[src/rtl/l1_fill_controller_if.sv]
// Bundle of request/response, L1, L2 and memory signals around l1_fill_controller.
// The master modport is the controller's view; slave is the surrounding hierarchy.
interface l1_fill_controller_if #(
  parameter int unsigned ADDR_WIDTH = 11,
  parameter int unsigned DATA_WIDTH = 32,
  parameter int unsigned STAT_WIDTH = 16
);
  logic                  req_valid;
  logic                  req_ready;
  logic [ADDR_WIDTH-1:0] req_address;
  logic                  resp_valid;
  logic [DATA_WIDTH-1:0] resp_data;
  logic [1:0]            resp_source;
  logic [ADDR_WIDTH-1:0] l1_address;
  logic                  l1_hit;
  logic                  l1_miss;
  logic [DATA_WIDTH-1:0] l1_data;
  logic                  l1_promote_data;
  logic [DATA_WIDTH-1:0] l1_promotion_data;
  logic                  l2_req;
  logic [ADDR_WIDTH-1:0] l2_address;
  logic                  l2_done;
  logic                  l2_hit;
  logic [DATA_WIDTH-1:0] l2_data;
  logic                  mem_req;
  logic [ADDR_WIDTH-1:0] mem_address;
  logic                  mem_ack;
  logic [DATA_WIDTH-1:0] mem_data;
  logic [STAT_WIDTH-1:0] l1_hit_count;
  logic [STAT_WIDTH-1:0] l2_hit_count;
  logic [STAT_WIDTH-1:0] mem_count;

  modport master (
    input  req_valid, req_address,
    output req_ready, resp_valid, resp_data, resp_source,
    output l1_address, l1_promote_data, l1_promotion_data,
    input  l1_hit, l1_miss, l1_data,
    output l2_req, l2_address,
    input  l2_done, l2_hit, l2_data,
    output mem_req, mem_address,
    input  mem_ack, mem_data,
    output l1_hit_count, l2_hit_count, mem_count
  );

  modport slave (
    output req_valid, req_address,
    input  req_ready, resp_valid, resp_data, resp_source,
    input  l1_address, l1_promote_data, l1_promotion_data,
    output l1_hit, l1_miss, l1_data,
    input  l2_req, l2_address,
    output l2_done, l2_hit, l2_data,
    input  mem_req, mem_address,
    output mem_ack, mem_data,
    input  l1_hit_count, l2_hit_count, mem_count
  );
endinterface

[src/rtl/l1_fill_controller.sv]
// Single-request sequencer: L1 lookup, then L2, then memory with timeout; fills L1 on a
// lower-level hit and returns the word with its source. Keeps saturating per-level counters.
module l1_fill_controller #(
  parameter int unsigned ADDR_WIDTH     = 11,
  parameter int unsigned DATA_WIDTH     = 32,
  parameter int unsigned TIMEOUT_CYCLES = 255,
  parameter int unsigned STAT_WIDTH     = 16
) (
  input logic                  clk,
  input logic                  reset,
  l1_fill_controller_if.master bus
);

  typedef enum logic [2:0] {
    StIdle,
    StL1Check,
    StL2Wait,
    StMemWait,
    StPromote,
    StRespond
  } state_e;

  localparam logic [7:0]            TimeoutLast = 8'(TIMEOUT_CYCLES - 1);
  localparam logic [STAT_WIDTH-1:0] StatOne     = STAT_WIDTH'(1);

  state_e     state_q;
  logic [7:0] wait_q;

  // L1 miss is implied by !l1_hit during L1_CHECK; the explicit miss line is not needed.
  logic unused_l1_miss;
  assign unused_l1_miss = bus.l1_miss;

  assign bus.req_ready = (state_q == StIdle) && !reset;

  always_ff @(posedge clk) begin
    if (reset) begin
      state_q               <= StIdle;
      wait_q                <= '0;
      bus.resp_valid        <= 1'b0;
      bus.resp_data         <= '0;
      bus.resp_source       <= 2'd0;
      bus.l1_address        <= '0;
      bus.l1_promote_data   <= 1'b0;
      bus.l1_promotion_data <= '0;
      bus.l2_req            <= 1'b0;
      bus.l2_address        <= '0;
      bus.mem_req           <= 1'b0;
      bus.mem_address       <= '0;
      bus.l1_hit_count      <= '0;
      bus.l2_hit_count      <= '0;
      bus.mem_count         <= '0;
    end else begin
      bus.resp_valid      <= 1'b0;
      bus.l1_promote_data <= 1'b0;
      unique case (state_q)
        StIdle: begin
          if (bus.req_valid) begin
            bus.l1_address  <= bus.req_address;
            bus.l2_address  <= bus.req_address;
            bus.mem_address <= bus.req_address;
            state_q         <= StL1Check;
          end
        end
        StL1Check: begin
          if (bus.l1_hit) begin
            bus.resp_data   <= bus.l1_data;
            bus.resp_source <= 2'd0;
            bus.resp_valid  <= 1'b1;
            if (bus.l1_hit_count != '1) bus.l1_hit_count <= bus.l1_hit_count + StatOne;
            state_q <= StRespond;
          end else begin
            bus.l2_req <= 1'b1;
            state_q    <= StL2Wait;
          end
        end
        StL2Wait: begin
          if (bus.l2_done) begin
            bus.l2_req <= 1'b0;
            if (bus.l2_hit) begin
              bus.resp_data         <= bus.l2_data;
              bus.l1_promotion_data <= bus.l2_data;
              bus.resp_source       <= 2'd1;
              bus.l1_promote_data   <= 1'b1;
              if (bus.l2_hit_count != '1) bus.l2_hit_count <= bus.l2_hit_count + StatOne;
              state_q <= StPromote;
            end else begin
              bus.mem_req <= 1'b1;
              wait_q      <= '0;
              state_q     <= StMemWait;
            end
          end
        end
        StMemWait: begin
          // An ack in the last allowed cycle takes priority over the timeout.
          if (bus.mem_ack) begin
            bus.mem_req           <= 1'b0;
            bus.resp_data         <= bus.mem_data;
            bus.l1_promotion_data <= bus.mem_data;
            bus.resp_source       <= 2'd2;
            bus.l1_promote_data   <= 1'b1;
            if (bus.mem_count != '1) bus.mem_count <= bus.mem_count + StatOne;
            state_q <= StPromote;
          end else if (wait_q == TimeoutLast) begin
            bus.mem_req     <= 1'b0;
            bus.resp_data   <= '0;
            bus.resp_source <= 2'd3;
            bus.resp_valid  <= 1'b1;
            state_q         <= StRespond;
          end else begin
            wait_q <= wait_q + 8'd1;
          end
        end
        StPromote: begin
          bus.resp_valid <= 1'b1;
          state_q        <= StRespond;
        end
        StRespond: begin
          state_q <= StIdle;
        end
        default: begin
          state_q <= StIdle;
        end
      endcase
    end
  end

endmodule

[src/flat_wrapper.sv]
// flat-port wrapper written by rule: the top's interface ports become plain ports
module l1_fill_controller_flat 
#(
  parameter int unsigned ADDR_WIDTH     = 11,
  parameter int unsigned DATA_WIDTH     = 32,
  parameter int unsigned TIMEOUT_CYCLES = 255,
  parameter int unsigned STAT_WIDTH     = 16
)
  (clk, reset, bus_req_valid, bus_req_address, bus_req_ready, bus_resp_valid, bus_resp_data, bus_resp_source, bus_l1_address, bus_l1_promote_data, bus_l1_promotion_data, bus_l1_hit, bus_l1_miss, bus_l1_data, bus_l2_req, bus_l2_address, bus_l2_done, bus_l2_hit, bus_l2_data, bus_mem_req, bus_mem_address, bus_mem_ack, bus_mem_data, bus_l1_hit_count, bus_l2_hit_count, bus_mem_count);
  l1_fill_controller_if #(.ADDR_WIDTH(ADDR_WIDTH), .DATA_WIDTH(DATA_WIDTH), .STAT_WIDTH(STAT_WIDTH)) bus_i ();
  input logic clk;
  input logic reset;
  input wire logic [$bits(bus_i.req_valid)-1:0] bus_req_valid;
  input wire logic [$bits(bus_i.req_address)-1:0] bus_req_address;
  output wire logic [$bits(bus_i.req_ready)-1:0] bus_req_ready;
  output wire logic [$bits(bus_i.resp_valid)-1:0] bus_resp_valid;
  output wire logic [$bits(bus_i.resp_data)-1:0] bus_resp_data;
  output wire logic [$bits(bus_i.resp_source)-1:0] bus_resp_source;
  output wire logic [$bits(bus_i.l1_address)-1:0] bus_l1_address;
  output wire logic [$bits(bus_i.l1_promote_data)-1:0] bus_l1_promote_data;
  output wire logic [$bits(bus_i.l1_promotion_data)-1:0] bus_l1_promotion_data;
  input wire logic [$bits(bus_i.l1_hit)-1:0] bus_l1_hit;
  input wire logic [$bits(bus_i.l1_miss)-1:0] bus_l1_miss;
  input wire logic [$bits(bus_i.l1_data)-1:0] bus_l1_data;
  output wire logic [$bits(bus_i.l2_req)-1:0] bus_l2_req;
  output wire logic [$bits(bus_i.l2_address)-1:0] bus_l2_address;
  input wire logic [$bits(bus_i.l2_done)-1:0] bus_l2_done;
  input wire logic [$bits(bus_i.l2_hit)-1:0] bus_l2_hit;
  input wire logic [$bits(bus_i.l2_data)-1:0] bus_l2_data;
  output wire logic [$bits(bus_i.mem_req)-1:0] bus_mem_req;
  output wire logic [$bits(bus_i.mem_address)-1:0] bus_mem_address;
  input wire logic [$bits(bus_i.mem_ack)-1:0] bus_mem_ack;
  input wire logic [$bits(bus_i.mem_data)-1:0] bus_mem_data;
  output wire logic [$bits(bus_i.l1_hit_count)-1:0] bus_l1_hit_count;
  output wire logic [$bits(bus_i.l2_hit_count)-1:0] bus_l2_hit_count;
  output wire logic [$bits(bus_i.mem_count)-1:0] bus_mem_count;
  assign bus_i.req_valid = bus_req_valid;
  assign bus_i.req_address = bus_req_address;
  assign bus_req_ready = bus_i.req_ready;
  assign bus_resp_valid = bus_i.resp_valid;
  assign bus_resp_data = bus_i.resp_data;
  assign bus_resp_source = bus_i.resp_source;
  assign bus_l1_address = bus_i.l1_address;
  assign bus_l1_promote_data = bus_i.l1_promote_data;
  assign bus_l1_promotion_data = bus_i.l1_promotion_data;
  assign bus_i.l1_hit = bus_l1_hit;
  assign bus_i.l1_miss = bus_l1_miss;
  assign bus_i.l1_data = bus_l1_data;
  assign bus_l2_req = bus_i.l2_req;
  assign bus_l2_address = bus_i.l2_address;
  assign bus_i.l2_done = bus_l2_done;
  assign bus_i.l2_hit = bus_l2_hit;
  assign bus_i.l2_data = bus_l2_data;
  assign bus_mem_req = bus_i.mem_req;
  assign bus_mem_address = bus_i.mem_address;
  assign bus_i.mem_ack = bus_mem_ack;
  assign bus_i.mem_data = bus_mem_data;
  assign bus_l1_hit_count = bus_i.l1_hit_count;
  assign bus_l2_hit_count = bus_i.l2_hit_count;
  assign bus_mem_count = bus_i.mem_count;
  l1_fill_controller #(.ADDR_WIDTH(ADDR_WIDTH), .DATA_WIDTH(DATA_WIDTH), .TIMEOUT_CYCLES(TIMEOUT_CYCLES), .STAT_WIDTH(STAT_WIDTH)) u_core (.clk(clk), .reset(reset), .bus(bus_i));
endmodule
[config.mk]
export PLATFORM = sky130hd
export DESIGN_NAME = l1_fill_controller_flat
export DESIGN_NICKNAME = d
export VERILOG_FILES = /design/src/rtl/l1_fill_controller_if.sv /design/src/rtl/l1_fill_controller.sv /design/src/flat_wrapper.sv
export SDC_FILE = /design/constraint.sdc
export NUM_CORES = 1
export LEC_CHECK = 0
export CAP_MARGIN = 20
export CORE_ASPECT_RATIO = 0.6
export CORE_UTILIZATION = 46
export CTS_BUF_LIST = sky130_fd_sc_hd__clkbuf_4
export DETAILED_ROUTE_END_ITERATION = 8
export PLACE_DENSITY_LB_ADDON = 0.3
export SYNTH_ARGS = -nofsm -noshare
export SYNTH_HDL_FRONTEND = slang
export SYNTH_SLANG_ARGS = --single-unit
[constraint.sdc]
create_clock -name clk -period 2.5 [get_ports clk]
set_clock_uncertainty 0.2 [all_clocks]
set_input_delay 0.25 -clock clk [delete_from_list [all_inputs] [get_ports clk]]
set_output_delay 0.25 -clock clk [all_outputs]
set_load 0.05 [all_outputs]
==> qor.yml, run 1 <==
most_frequent_standard_cell_in_the_layout_excluding_fill_and_tap_cells: "sky130_fd_sc_hd__clkdlybuf4s50_1"
grt_use_total_pct: 28.76
cts_buffer_depth: 2
die_area_mm2: 0.01602
routability_driven_placement_congestion_ratio: 0.8532
cts_setup_buffers: 0
postSynthAreaPerCell_um2: 8.275
setup_crit_end_kind: "output pin"
critical_path.top_delay_family: "buffers and inverters"
chipWidth_um: 162.8
firstDrtPassIters: 5
io_buffer_count: 265
placed_cells_incl_taps: 1259
antenna_found_initial: 0
pin_count_of_the_biggest_net_entering_global_routing: 63
hpwl_mm: 16.39
cp_slowest_cell: "sky130_fd_sc_hd__clkdlybuf4s50_1"
cts_num_sinks: 140
timing.final.crit_period_ns: 2.360
dp_worst_setup_slack_ns: 0.2453
fmaxAchievable_ghz: 0.4237
finalSetupViolations: 0
vias_per_cell: 6.038
routed-via-count: 7801
cts_tree: "built"
instances_no_fill: 1292
critical_path_arrival_ns: 1.91
yosysWarnings: 0
routed-wl-met2_mm: 10.12
diodes: 0
top_level_ports: 267
synth.ff_latch_count: 140
met3WireLength_mm: 2.319
cts.reportedPaths.clkPinSlew_ns: 0.13
dpl_cell_area_mm2: 0.009808
hold_ws_ns: 0.04539
finalMaxSlewViolations: 0
postSynth.asyncResetShare_pct: 0
setup_repair_after_global_routing_missed_its_margin: "false"
grt_pass1_wl_mm: 37.09
layout_common_cells: "sky130_fd_sc_hd__clkdlybuf4s50_1 (263), sky130_fd_sc_hd__dfxtp_1 (140), sky130_fd_sc_hd__nand2_1 (115)"
holdCritPathClass: "primary input to register"
route.detailed.drc: 0
core_area_mm2: 0.01480
synth_edf_count: 0
worst_ir_drop_vdd_mv: 0.4960
clk_latency_worst_skew_pair_ns: 0.54
drive_gt1_share_pct: 8.135
highest-signal-layer: "met4"
critPathLaunchType: "register"
placementRows: 34
start_util_pct: 48.18
final.setup.worst_slack_ns: 0.1401
pwr_density_cell_mw_per_mm2: 865.6
synth_area_mm2: 0.007133
synth.yosys.seq_area_share_pct: 39.29
critical_path.max_fanout: 8
crit_chain: "clkdlybuf4s50_1"
cts-root-buf: "sky130_fd_sc_hd__clkbuf_4"
drv_cap: 0
fin_tns_setup_ns: 0
globalRouteOverflowTotal: 0
cell_count_after_synthesis: 862
design_area_mm2: 0.01016
worst_path_largest_cell_delay_ns: 0.87
synth_fp_nets: 982
yosys.cell_types.count: 57
cts-htree-levels: 4
m1WireLength_mm: 10.41
total_leakage_power_nw: 3.304
numCtsBuffers: 17
total_length_of_routed_wires_mm: 23.29
reg2reg_setup_slack_ns: 0.24
dominantRegCellSynth: "sky130_fd_sc_hd__dfxtp_1"
layout.nets: 1201
fill_cells: 1216
area.growth.synth_to_final_pct: 42.43
number_of_global_route_vias_before_repair: 7092
die_height_um: 98.46
relSlewSlack_pct: 53.54
tightest_slew_ns: 0.6916
timing.final.crit_share_pct: 94.40
critPathRequiredTime_ns: 2.05
status: "finished clean"
hold_viol: 0
detailedRoute.firstIterationViolations: 655
ant_nets: 0
critical_path_buf_inv_count: 1
wire_per_inst_um: 18.02
timing.setup.critical_path_class: "register to output pin"
report_power, final:
part / total [W] / switching [W] / internal, W
combinational: 0.00425 / 0.00280 / 0.00146
sequential: 0.00279 / 0.000232 / 0.00255
clock: 0.00175 / 0.000939 / 0.000816
stage by stage:
| stage | util (%) | power (W) |
|---|---|---|
| CTS | 68.63 | 0.008784 |
| finish | 68.63 | 0.008794 |
| global placement | 66.25 | 0.006991 |
| floorplan | - | 0.005691 |
| global route | 68.63 | 0.009204 |
| detailed placement | 66.25 | 0.007045 |
worst paths after layout:
| path | start | to | depth (start not counted) |
|---|---|---|---|
| max | u_core.bus.l2_hit_count[2] | bus_l2_hit_count[2] | 1 |
| min | bus_req_address[1] | u_core.bus.l2_address[1] | 3 |
| max reg2reg | u_core.wait_q[1] | u_core.wait_q[5] | 6 |
| min reg2reg | u_core.bus.resp_data[17] | u_core.bus.resp_data[17] | 2 |
layer usage:
layer / up-vias / global-route usage (%)
met2: 413 / 43.96
met4: 0 / 8.914
met1: 3634 / 39.48
met5: - / 0
li1: 3713 / -
met3: 41 / 7.702
cell usage after synthesis, drive strengths merged, types with 2 or more instances:
library cell	number	area share, %
o31ai	14	1.5
o311ai	7	0.96
nor3b	3	0.32
clkbuf	49	2.6
o2111ai	32	3.9
o31a	3	0.37
nor2b	7	0.61
and3	6	0.53
a21oi	88	6.2
o21ai	60	4.2
nor3	12	0.84
nand3b	3	0.32
nand3	24	1.9
nor4	13	1.3
mux2	5	0.79
nor2	48	2.5
or4	14	1.5
o21a	4	0.42
buf	47	4.5
a221o	32	4.5
inv	11	0.58
nand2	116	6.1
nand2b	4	0.35
a31oi	3	0.26
and4	4	0.49
mux2i	2	0.28
or2	3	0.26
a311oi	35	4.3
nand4	23	2.7
o41ai	6	0.74
and2	7	0.61
and4bb	2	0.40
dfxtp	140	39
ha	5	0.88
or3	18	1.6
cell families (layout without fill, tap and decap cells):
kind of cell	Yosys count	count (layout)	share of synthesized area, %
DFF	140	140	39.29
AOI/OAI and AO/OA	293	293	28.42
adders and majority gates	5	5	0.8770
and+or+nand+nor	309	309	22.65
buffers and inverters	108	340	7.700
muxes	7	7	1.070
flip-flops by register name (all words and copies together) (netlist names):
name                          count
u_core.state_q                    3
u_core.bus.resp_source            2
u_core.wait_q                     8
u_core.bus.resp_valid             1
u_core.bus.l2_hit_count          16
u_core.bus.l1_promotion_data     32
u_core.bus.mem_req                1
u_core.bus.l1_promote_data        1
u_core.bus.l1_hit_count          16
u_core.bus.mem_count             16
u_core.bus.l2_address            11
u_core.bus.l2_req                 1
u_core.bus.resp_data             32
timing repair:
action | in CTS | in global routing
hold endpoints to repair | 16 | 0
resized for setup | 0 | 0
hold buffers | 1 | 0
endpoints found under the setup margin | 0 | 0
area by class of cell:
type | instances | area, um^2 | area share, %
timing repair buffer | 296 | 2908 | 28.62
inverter | 12 | 45.04 | 0.4434
sequential | 140 | 2803 | 27.59
clock buffer | 17 | 127.6 | 1.256
tap | 198 | 247.7 | 2.438
multi-input combinational | 614 | 3815 | 37.55
clock inverter | 15 | 214.0 | 2.106
(Power assumes the default switching activity.)
==> inputs of run 2 (changes only) <==
--- a/config.mk
+++ b/config.mk
@@ -7,7 +7,7 @@
 export LEC_CHECK = 0
 export CAP_MARGIN = 20
 export CORE_ASPECT_RATIO = 0.6
-export CORE_UTILIZATION = 46
+export CORE_UTILIZATION = 42
 export CTS_BUF_LIST = sky130_fd_sc_hd__clkbuf_4
 export DETAILED_ROUTE_END_ITERATION = 8
 export PLACE_DENSITY_LB_ADDON = 0.3
==> constraint.sdc (replaced) <==
create_clock -name clk -period 2.1 [get_ports clk]
set_clock_uncertainty 0.2 [all_clocks]
set_input_delay 0.21 -clock clk [delete_from_list [all_inputs] [get_ports clk]]
set_output_delay 0.21 -clock clk [all_outputs]
set_load 0.05 [all_outputs]
==> run 2 against run 1 <==
  * Total power increased by 16%
  * Critical path type unchanged
  * Sequential share of layout area shrank 0.53 points
  * Critical path depth did not move
  * Highest routed layer unchanged
  * Sequential cell count unchanged
  * Cell count increased by 5.6%
  * Critical endpoint is now bus_l2_hit_count[12]
  * Utilization decreased by 4.7 points
==> qor.yml, run 2 (synthesized netlist as in run 1, its figures left out) <==
status: "finished clean"
drive_gt1_share_pct: 13.29  # +5.2 points
chipWidth_um: 170.2  # +4.6%
critical_path.top_delay_family: "buffers and inverters"
core_area_mm2: 0.01640  # +11%
diodes: 0  # unchanged
hold_path_startpoint: "bus_mem_data[0]"
critPathRequiredTime_ns: 1.69  # -0.36 ns
critical_path_arrival_ns: 1.59  # -0.32 ns
most_frequent_standard_cell_in_the_layout_excluding_fill_and_tap_cells: "sky130_fd_sc_hd__dlygate4sd2_1"
layout_top_registers: "u_core.bus.l1_promotion_data (32), u_core.bus.resp_data (32)"
fmaxAchievable_ghz: 0.4988
vias_per_cell: 5.831  # -3.4%
worst_ir_drop_vdd_mv: 0.4770  # -3.8%
final.setup.worst_slack_ns: 0.09538  # -0.04473 ns
globalRouteOverflowTotal: 0  # unchanged
total_length_of_routed_wires_mm: 24.13  # +3.6%
critPathLaunchType: "register"
dp_worst_setup_slack_ns: -0.02405  # -0.2693 ns
critPathLaunch: "u_core.bus.l2_hit_count[12]"
critical_path_buf_inv_count: 1  # unchanged
dpl_cell_area_mm2: 0.01018  # +3.8%
placementRows: 36  # +5.9%
cts_buffer_depth: 2  # unchanged
r2r-start: "u_core.wait_q[0]"
design_area_mm2: 0.01048  # +3.2%
io_buffer_count: 265  # unchanged
finalMaxSlewViolations: 0  # unchanged
drv_cap: 0  # unchanged
cts_num_sinks: 140  # unchanged
critical_path.max_fanout: 7  # -1
hold_viol: 0  # unchanged
pin_count_of_the_biggest_net_entering_global_routing: 47  # -25%
timing.final.crit_period_ns: 2.005
pwr_density_cell_mw_per_mm2: 972.9  # +12%
setup_crit_end_kind: "output pin"
relSlewSlack_pct: 62.57  # +9.0 points
placed_cells_incl_taps: 1317  # +4.6%
timing.setup.critical_path_class: "register to output pin"
multi_input_comb_area_mm2: 0.003852  # +0.98%
cts_tree: "built"
area.growth.synth_to_final_pct: 46.92
tightest_slew_ns: 0.5608  # -0.1308 ns
grt_pass1_wl_mm: 37.02  # -0.19%
finalSetupViolations: 0  # unchanged
crit_chain: "dlygate4sd2_1"
route.detailed.drc: 0  # unchanged
cp_slowest_cell: "sky130_fd_sc_hd__dlygate4sd2_1"
layout.nets: 1243  # +3.5%
fill_cells: 1484  # +22%
top_level_ports: 267  # unchanged
die_area_mm2: 0.01753  # +9.4%
layout.core_utilization_pct: 63.92  # -4.7 points
firstDrtPassIters: 5  # unchanged
die_height_um: 102.9  # +4.6%
timing.final.crit_share_pct: 95.46
hpwl_mm: 16.66  # +1.7%
clk_latency_worst_skew_pair_ns: 0.54  # about the same
grt_use_total_pct: 26.64  # -2.1 points
cts.reportedPaths.clkPinSlew_ns: 0.15  # +0.02 ns
routability_driven_placement_congestion_ratio: 0.9136  # +7.1%
detailedRoute.firstIterationViolations: 528  # -19%
holdCritPathClass: "primary input to register"
numCtsBuffers: 17  # unchanged
cts-htree-levels: 4  # unchanged
hold_ws_ns: 0.04369  # -0.001705 ns
number_of_global_route_vias_before_repair: 7189  # +1.4%
instances_no_fill: 1364  # +5.6%
seq_area_mm2: 0.002835  # +1.2%
setup_repair_after_global_routing_missed_its_margin: "false"
total_leakage_power_nw: 4.209  # +27%
antenna_found_initial: 0  # unchanged
cts-root-buf: "sky130_fd_sc_hd__clkbuf_4"
layout_common_cells: "sky130_fd_sc_hd__dlygate4sd2_1 (147), sky130_fd_sc_hd__dfxtp_1 (116), sky130_fd_sc_hd__nand2_1 (114)"
ant_nets: 0  # unchanged
wire_per_inst_um: 17.69  # -1.8%
worst_path_largest_cell_delay_ns: 0.57  # -0.30 ns
start_util_pct: 43.51  # -4.7 points
routed-via-count: 7953  # +1.9%
## run 2: cell count changes in the layout (fill, tap and decap cells not counted), moves of 9 or more
cell | before | now
sky130_fd_sc_hd__dfxtp_1 | 140 | 116
sky130_fd_sc_hd__buf_4 | 30 | 52
sky130_fd_sc_hd__buf_12 | 2 | 11
sky130_fd_sc_hd__clkdlybuf4s50_1 | 263 | 112
sky130_fd_sc_hd__dlygate4sd2_1 | 0 | 147
sky130_fd_sc_hd__dlygate4sd3_1 | 1 | 12
sky130_fd_sc_hd__dfxtp_2 | 0 | 23
## run 2: final timing paths
check,slack (ns),end,cells past startpoint
worst max register to register,0.1,u_core.wait_q[4],8
worst min-delay path,0.04,u_core.bus.l1_promotion_data[0],3
worst min register to register,0.26,u_core.bus.l1_hit_count[12],1
worst max-delay path,0.1,bus_l2_hit_count[12],1
## run 2: per-layer routing
metal,vias up,share of wire (%),track usage (%)
met5,-,0,0
met4,0,1.7,8.732
met3,33,9.5,7.140
met2,385,43,40.57
met1,3733,46,36.63
li1,3802,-,-
## run 2: cell type report
type,count,area share (%)
multi-input cells,614,36.76
clock inverters,15,1.313
repair buffers,338,30.50
inverters,12,0.4298
well taps,228,2.722
clock buffers,17,1.218
flip-flops and latches,140,27.05
## run 2: repair_timing
| action | in CTS | in global routing |
|---|---|---|
| pin swaps | 1 | 3 |
| hold buffers | 12 | 0 |
| resized for setup | 151 | 11 |
| endpoints found under the setup margin | 155 | 78 |
| endpoints found under the hold margin | 24 | 0 |
| setup buffers | 0 | 2 |
| gates cloned | 0 | 1 |
## run 2: metrics by stage
| step | power, W | setup TNS, ns |
|---|---|---|
| 2_1_floorplan | 0.006778 | 0 |
| 3_3_place_gp | 0.008645 | 0 |
| 3_5_place_dp | 0.008709 | -0.06266 |
| 4_1_cts | 0.01017 | 0 |
| 5_1_grt | 0.01069 | 0 |
| 6_report | 0.01020 | 0 |
## run 2: power breakdown
| part | internal (W) | leakage (nW) | switching (W) | total (W) |
|---|---|---|---|---|
| Clock | 0.000605 | 0.143 | 0.00113 | 0.00174 |
| Combinational | 0.00173 | 2.92 | 0.00343 | 0.00516 |
| Sequential | 0.00305 | 1.15 | 0.000253 | 0.00330 |
==> inputs of run 3 (changes only) <==
--- a/config.mk
+++ b/config.mk
@@ -7,6 +7,7 @@
 export LEC_CHECK = 0
 export CAP_MARGIN = 20
 export CORE_ASPECT_RATIO = 0.6
+export CORE_MARGIN = 1
 export CORE_UTILIZATION = 42
 export CTS_BUF_LIST = sky130_fd_sc_hd__clkbuf_4
 export DETAILED_ROUTE_END_ITERATION = 8
==> results of run 3 <==
Same layout as run 2: the final DEF is identical, and so are final timing and power.
